File: src/rtl/neuron_act.sv
// neuron_act: bias add, ReLU, requantize/saturate and output FIFO for one neuron lane.
// Optional feature macro: LEAKY_RELU_EN (negative sums scaled by 1/8 instead of zeroed).
module neuron_act #(
    parameter int DIN_WIDTH  = 32,
    parameter int DIN_INT    = 14,
    parameter int BIAS_WIDTH = 16,
    parameter int BIAS_INT   = 4,
    parameter int DOUT_WIDTH = 16,
    parameter int DOUT_INT   = 4,
    parameter int N_NEURONS  = 8,
    parameter int FIFO_DEPTH = 4
) (
    input  logic                          clk,
    input  logic                          rst,
    input  logic signed [DIN_WIDTH-1:0]   din,
    input  logic                          din_valid,
    input  logic                          bias_we,
    input  logic [$clog2(N_NEURONS)-1:0]  bias_addr,
    input  logic signed [BIAS_WIDTH-1:0]  bias_din,
    output logic signed [DOUT_WIDTH-1:0]  dout,
    output logic                          dout_valid,
    input  logic                          dout_ready,
    output logic [$clog2(N_NEURONS)-1:0]  dout_idx,
    output logic                          overflow
);
    localparam int IDX_W      = $clog2(N_NEURONS);
    localparam int SUM_W      = DIN_WIDTH + 1;
    localparam int DIN_FRAC   = DIN_WIDTH - DIN_INT;
    localparam int BIAS_SHIFT = DIN_FRAC - (BIAS_WIDTH - BIAS_INT);
    localparam int OUT_SHIFT  = DIN_FRAC - (DOUT_WIDTH - DOUT_INT);
    localparam int PTR_W      = $clog2(FIFO_DEPTH);
    localparam int ENTRY_W    = DOUT_WIDTH + IDX_W;

    localparam logic signed [SUM_W-1:0] SAT_MAX =
        {{(SUM_W-DOUT_WIDTH+1){1'b0}}, {(DOUT_WIDTH-1){1'b1}}};
    localparam logic signed [SUM_W-1:0] SAT_MIN =
        {{(SUM_W-DOUT_WIDTH+1){1'b1}}, {(DOUT_WIDTH-1){1'b0}}};

    logic signed [BIAS_WIDTH-1:0] bias_reg [N_NEURONS];
    logic [IDX_W-1:0]             idx_reg;

    logic signed [SUM_W-1:0] sum_reg;
    logic                    s1_valid_reg;
    logic [IDX_W-1:0]        s1_idx_reg;

    logic signed [DOUT_WIDTH-1:0] s2_val_reg;
    logic                         s2_valid_reg;
    logic [IDX_W-1:0]             s2_idx_reg;

    logic [ENTRY_W-1:0] fifo_mem [FIFO_DEPTH];
    logic [PTR_W-1:0]   wr_ptr_reg;
    logic [PTR_W-1:0]   rd_ptr_reg;
    logic [PTR_W:0]     count_reg;
    logic               overflow_reg;

    // Bias bank: a read in the same cycle as a write to that address sees the old value.
    always_ff @(posedge clk or negedge rst) begin
        if (!rst) begin
            for (int i = 0; i < N_NEURONS; i++) begin
                bias_reg[i] <= '0;
            end
        end else if (bias_we) begin
            bias_reg[bias_addr] <= bias_din;
        end
    end

    always_ff @(posedge clk or negedge rst) begin
        if (!rst) begin
            idx_reg <= '0;
        end else if (din_valid) begin
            if (idx_reg == IDX_W'(N_NEURONS - 1)) begin
                idx_reg <= '0;
            end else begin
                idx_reg <= idx_reg + IDX_W'(1);
            end
        end
    end

    // Stage 1: align the bias to the accumulator's binary point and add.
    logic signed [BIAS_WIDTH-1:0] bias_word;
    logic signed [SUM_W-1:0]      din_ext;
    logic signed [SUM_W-1:0]      bias_ext;
    logic signed [SUM_W-1:0]      sum_next;

    assign bias_word = bias_reg[idx_reg];
    assign din_ext   = {din[DIN_WIDTH-1], din};
    assign bias_ext  = {{(SUM_W-BIAS_WIDTH){bias_word[BIAS_WIDTH-1]}}, bias_word};
    assign sum_next  = din_ext + (bias_ext <<< BIAS_SHIFT);

    always_ff @(posedge clk or negedge rst) begin
        if (!rst) begin
            sum_reg      <= '0;
            s1_valid_reg <= 1'b0;
            s1_idx_reg   <= '0;
        end else begin
            sum_reg      <= sum_next;
            s1_valid_reg <= din_valid;
            s1_idx_reg   <= idx_reg;
        end
    end

    // Stage 2: activation, truncating requantize, saturation.
    logic signed [SUM_W-1:0]      act_next;
    logic signed [SUM_W-1:0]      scaled_next;
    logic signed [DOUT_WIDTH-1:0] sat_next;

    always_comb begin
        act_next = sum_reg;
        if (sum_reg[SUM_W-1]) begin
`ifdef LEAKY_RELU_EN
            act_next = sum_reg >>> 3;
`else
            act_next = '0;
`endif
        end
        scaled_next = act_next >>> OUT_SHIFT;
        if (scaled_next > SAT_MAX) begin
            sat_next = SAT_MAX[DOUT_WIDTH-1:0];
        end else if (scaled_next < SAT_MIN) begin
            sat_next = SAT_MIN[DOUT_WIDTH-1:0];
        end else begin
            sat_next = scaled_next[DOUT_WIDTH-1:0];
        end
    end

    always_ff @(posedge clk or negedge rst) begin
        if (!rst) begin
            s2_val_reg   <= '0;
            s2_valid_reg <= 1'b0;
            s2_idx_reg   <= '0;
        end else begin
            s2_val_reg   <= sat_next;
            s2_valid_reg <= s1_valid_reg;
            s2_idx_reg   <= s1_idx_reg;
        end
    end

    // Output FIFO: a push into a full FIFO survives only if the head leaves that cycle.
    logic fifo_full;
    logic fifo_pop;
    logic fifo_push;
    logic fifo_drop;

    assign fifo_full = (count_reg == (PTR_W+1)'(FIFO_DEPTH));
    assign fifo_pop  = dout_valid && dout_ready;
    assign fifo_push = s2_valid_reg && (!fifo_full || fifo_pop);
    assign fifo_drop = s2_valid_reg && fifo_full && !fifo_pop;

    always_ff @(posedge clk or negedge rst) begin
        if (!rst) begin
            for (int i = 0; i < FIFO_DEPTH; i++) begin
                fifo_mem[i] <= '0;
            end
            wr_ptr_reg   <= '0;
            rd_ptr_reg   <= '0;
            count_reg    <= '0;
            overflow_reg <= 1'b0;
        end else begin
            if (fifo_push) begin
                fifo_mem[wr_ptr_reg] <= {s2_val_reg, s2_idx_reg};
                wr_ptr_reg           <= wr_ptr_reg + PTR_W'(1);
            end
            if (fifo_pop) begin
                rd_ptr_reg <= rd_ptr_reg + PTR_W'(1);
            end
            if (fifo_push && !fifo_pop) begin
                count_reg <= count_reg + (PTR_W+1)'(1);
            end else if (fifo_pop && !fifo_push) begin
                count_reg <= count_reg - (PTR_W+1)'(1);
            end
            if (fifo_drop) begin
                overflow_reg <= 1'b1;
            end
        end
    end

    logic [ENTRY_W-1:0] head_entry;

    assign head_entry = fifo_mem[rd_ptr_reg];
    assign dout       = head_entry[ENTRY_W-1:IDX_W];
    assign dout_idx   = head_entry[IDX_W-1:0];
    assign dout_valid = (count_reg != '0);
    assign overflow   = overflow_reg;

endmodule

File: config.mk
export PLATFORM = sky130hd
export DESIGN_NAME = neuron_act
export DESIGN_NICKNAME = d
export VERILOG_FILES = /design/src/rtl/neuron_act.sv
export SDC_FILE = /design/constraint.sdc
export NUM_CORES = 1
export LEC_CHECK = 0
export CAP_MARGIN = 25
export CORE_MARGIN = 2
export CORE_UTILIZATION = 54
export DETAILED_ROUTE_END_ITERATION = 6
export GPL_ROUTABILITY_DRIVEN = 0
export PLACE_DENSITY = 0.76
export SLEW_MARGIN = 20
export SYNTH_ARGS = -nofsm -noshare
export SYNTH_HDL_FRONTEND = slang
export SYNTH_SLANG_ARGS = --single-unit
export TNS_END_PERCENT = 30
File: constraint.sdc
create_clock -name clk -period 3.3 [get_ports clk]
set_input_delay 0.825 -clock clk [delete_from_list [all_inputs] [get_ports clk]]
set_output_delay 0.825 -clock clk [all_outputs]
set_load 0.02 [all_outputs]
==> results_dict.tcl <==
set metrics [dict create \
    status "finished, violations left" \
    violations "negative setup slack" \
    power_density_mw_per_mm2 1110 \
    antenna_cells 0 \
    mostFrequentLayoutCells "dfrtp_1, mux2_2, clkdlybuf4s50_1" \
    grt_start_max_net_pins 76 \
    maxCapViolations 0 \
    finalHoldViolCount 0 \
    cts_tree "built" \
    n_fill_cell 1565 \
    dr.first_iter.drc_count 386 \
    critPathLaunchType "register" \
    finalMaxSlewViolations 0 \
    final.min_clock_period_ns 3.30 \
    layout_commonest_cell "dfrtp_1" \
    postSynth.asyncResetShare_pct 100 \
    die_w_um 156 \
    clk_pin_slew_ns 0.06 \
    drt_wl_total_mm 25.3 \
    ys_seq_area_share_pct 53.3 \
    worstSetupEndpointType "register" \
    crit_type "register to register" \
    switching_share_pct 34.6 \
    p_switching_uw 5840 \
    avgRoutedWirePerCell_um 19.5 \
    power_frac_seq_pct 30.7 \
    ant_nets 0 \
    grt_pass1_wl_mm 40.8 \
    die_area_mm2 0.0244 \
    placedCellCount 1247 \
    route.detailed.drc 0 \
    initial_core_util_pct 55.1 \
    rsz0062_at_grt "yes" \
    portBuffers 70 \
    clkLatencyLatePin_ns 0.52 \
    p_leak_uw 0.00658 \
    dr_total_vias 7441 \
    critPathRequiredTime_ns 3.70 \
    fin_skew_ns 0.0124 \
    holdBufCountCts 0 \
    syn_area_mm2 0.0125 \
    post-route-period-util_pct 100 \
    yosysWarnings 0 \
    p_int_uw 11000 \
    fmax_ghz 0.303 \
    cts_sinks 266 \
    num-nets-final 1085 \
    grt_usage_pct 21.0 \
    peakVddDrop_uv 475 \
    regToRegStartpoint "idx_reg[0]" \
    pre_cts_ws_ns -0.124 \
    boundaryPins 77 \
    largest_reg_flops 128 \
    finalSetupViolCount 1 \
    synth_edf_count 0 \
    grt_pass1_vias 8006 \
    netlist-cell-type-count 64 \
    drive_above_1_share_pct 43.9 \
    ff2ff_path_depth 12 \
    maxSlewHeadroom_pct 61.8 \
    core_mm2 0.0226 \
    antenna_found_initial 0 \
    stdcell_count 1299 \
    reg2reg_slack_ns -0.001 \
    postSynthCellCount 862 \
    critPathMaxFanout 5 \
    area_growth_pct 22.4 \
    synth-seq-cells 266 \
    max_slew.worst_pin.slew_ns 0.573 \
    crit_arrival_ns 3.70 \
    setup_ws_ns -0.00126 \
    comb_power_share_pct 50.9 \
    crit_path_end "sum_reg[31]" \
    firstDrtPassIters 4 \
    core.rowCount 55 \
    place_hpwl_mm 16.4 \
    numCtsBuffers 27 \
    synth_nets 953 \
    clkPwrFrac_pct 18.4 \
    grt-ovfl-total 0 \
    clockBufferDepth 3 \
    htree_levels 1 \
    yosys_most_used_dff "dfrtp_1" \
    holdCritPathClass "input pin to asynchronous set/reset pin" \
    avgSynthCellArea_um2 14.5 \
    dieHeight_um 156 \
    root_buffer "clkbuf_16" \
    crit_path_start "idx_reg[0]" \
    timing.rr.end "sum_reg[31]" \
    vias_per_cell 5.73 \
]
## critical path, cell delays in order, from the launching register on
cell and delay, ns:
dfrtp_2 0.39, buf_12 0.13, mux4_2 0.49, mux2_4 0.31, buf_12 0.14, ha_1 0.33
nand4_4 0.13, nor4b_4 0.27, buf_4 0.19, o2111ai_4 0.19, a311oi_2 0.34, o22ai_1 0.12
xnor2_1 0.14
## repair_timing
item,in CTS,in global routing
endpoints found under the setup margin,11,21
pin swaps,3,10
resized for setup,16,38
setup buffers,0,3
## logic make-up after synthesis
kind of cell | count (synthesis) | share of synthesized area [%]
mux | 276 | 29.5
buf+inv | 69 | 2.47
xor+xnor | 23 | 1.61
simple gates | 100 | 4.57
compound gates | 92 | 4.89
flops | 266 | 53.3
other cells | 1 | 0.0300
fa+ha+maj | 35 | 3.63
## per-layer routing
metal	track usage [%]	vias to the layer above	share of wire [%]
met5	0	-	0
met1	27.2	3835	42
met4	5.72	0	3.0
met3	2.58	48	2.5
li1	-	3450	-
met2	37.7	108	52
## cell usage after synthesis, drive strengths merged, types with 7 or more instances
library cell	count	area share, %
mux2	224	20
o21ai	14	0.56
ha	33	3.3
buf	24	1.1
mux4	51	9.2
a21oi	35	1.4
dfrtp	266	53
xnor2	16	1.1
inv	29	0.87
a21o	11	0.66
xor2	7	0.49
nand3	9	0.36
nor3	8	0.40
nand2	23	0.77
clkbuf	16	0.49
nor2	17	0.51
## cell type report
class,count,area (um2),area share [%]
Sequential cell,266,6660,43.6
Inverter,29,109,0.713
Tap cell,285,357,2.33
Clock buffer,40,825,5.40
Clock inverter,9,103,0.672
Timing Repair Buffer,143,1400,9.18
Multi-Input combinational cell,527,5820,38.1
## power groups by stage
| stage | logic [uW] | clock network [uW] | registers [uW] |
|---|---|---|---|
| 6_report | 8590 | 3110 | 5180 |
| 5_1_grt | 9310 | 3300 | 5340 |
| 4_1_cts | 7960 | 3170 | 5210 |
| 3_5_place_dp | 7740 | 0 | 5240 |
| 3_3_place_gp | 7570 | 0 | 5180 |
| 2_1_floorplan | 5420 | 0 | 4980 |
## per-stage QoR
| stage | power [uW] | hold WS, ns | TNS (ns) | cell area, um2 | util (%) |
|---|---|---|---|---|---|
| after floorplan | 10400 | 0.331 | 0 | 12500 | - |
| after global placement | 12800 | 0.334 | -0.414 | 14000 | 61.8 |
| after detailed placement | 13000 | 0.335 | -0.526 | 14000 | 61.8 |
| after CTS | 16300 | 0.284 | -0.0146 | 15000 | 66.2 |
| after global routing | 18000 | 0.306 | -0.271 | 15300 | 67.5 |
| final | 16900 | 0.274 | -0.00126 | 15300 | 67.5 |
## worst min-delay path by stage
stage / start / endpoint / slack, ns
CTS: rst / wr_ptr_reg[0] / 0.28
detailed placement: s1_idx_reg[0] / s2_idx_reg[0] / 0.33
finish: rst / wr_ptr_reg[0] / 0.27
global placement: s1_idx_reg[1] / s2_idx_reg[1] / 0.33
floorplan: s1_idx_reg[0] / s2_idx_reg[0] / 0.33
global route: rst / wr_ptr_reg[0] / 0.31
Note: power is estimated with default switching activity, not from simulation.
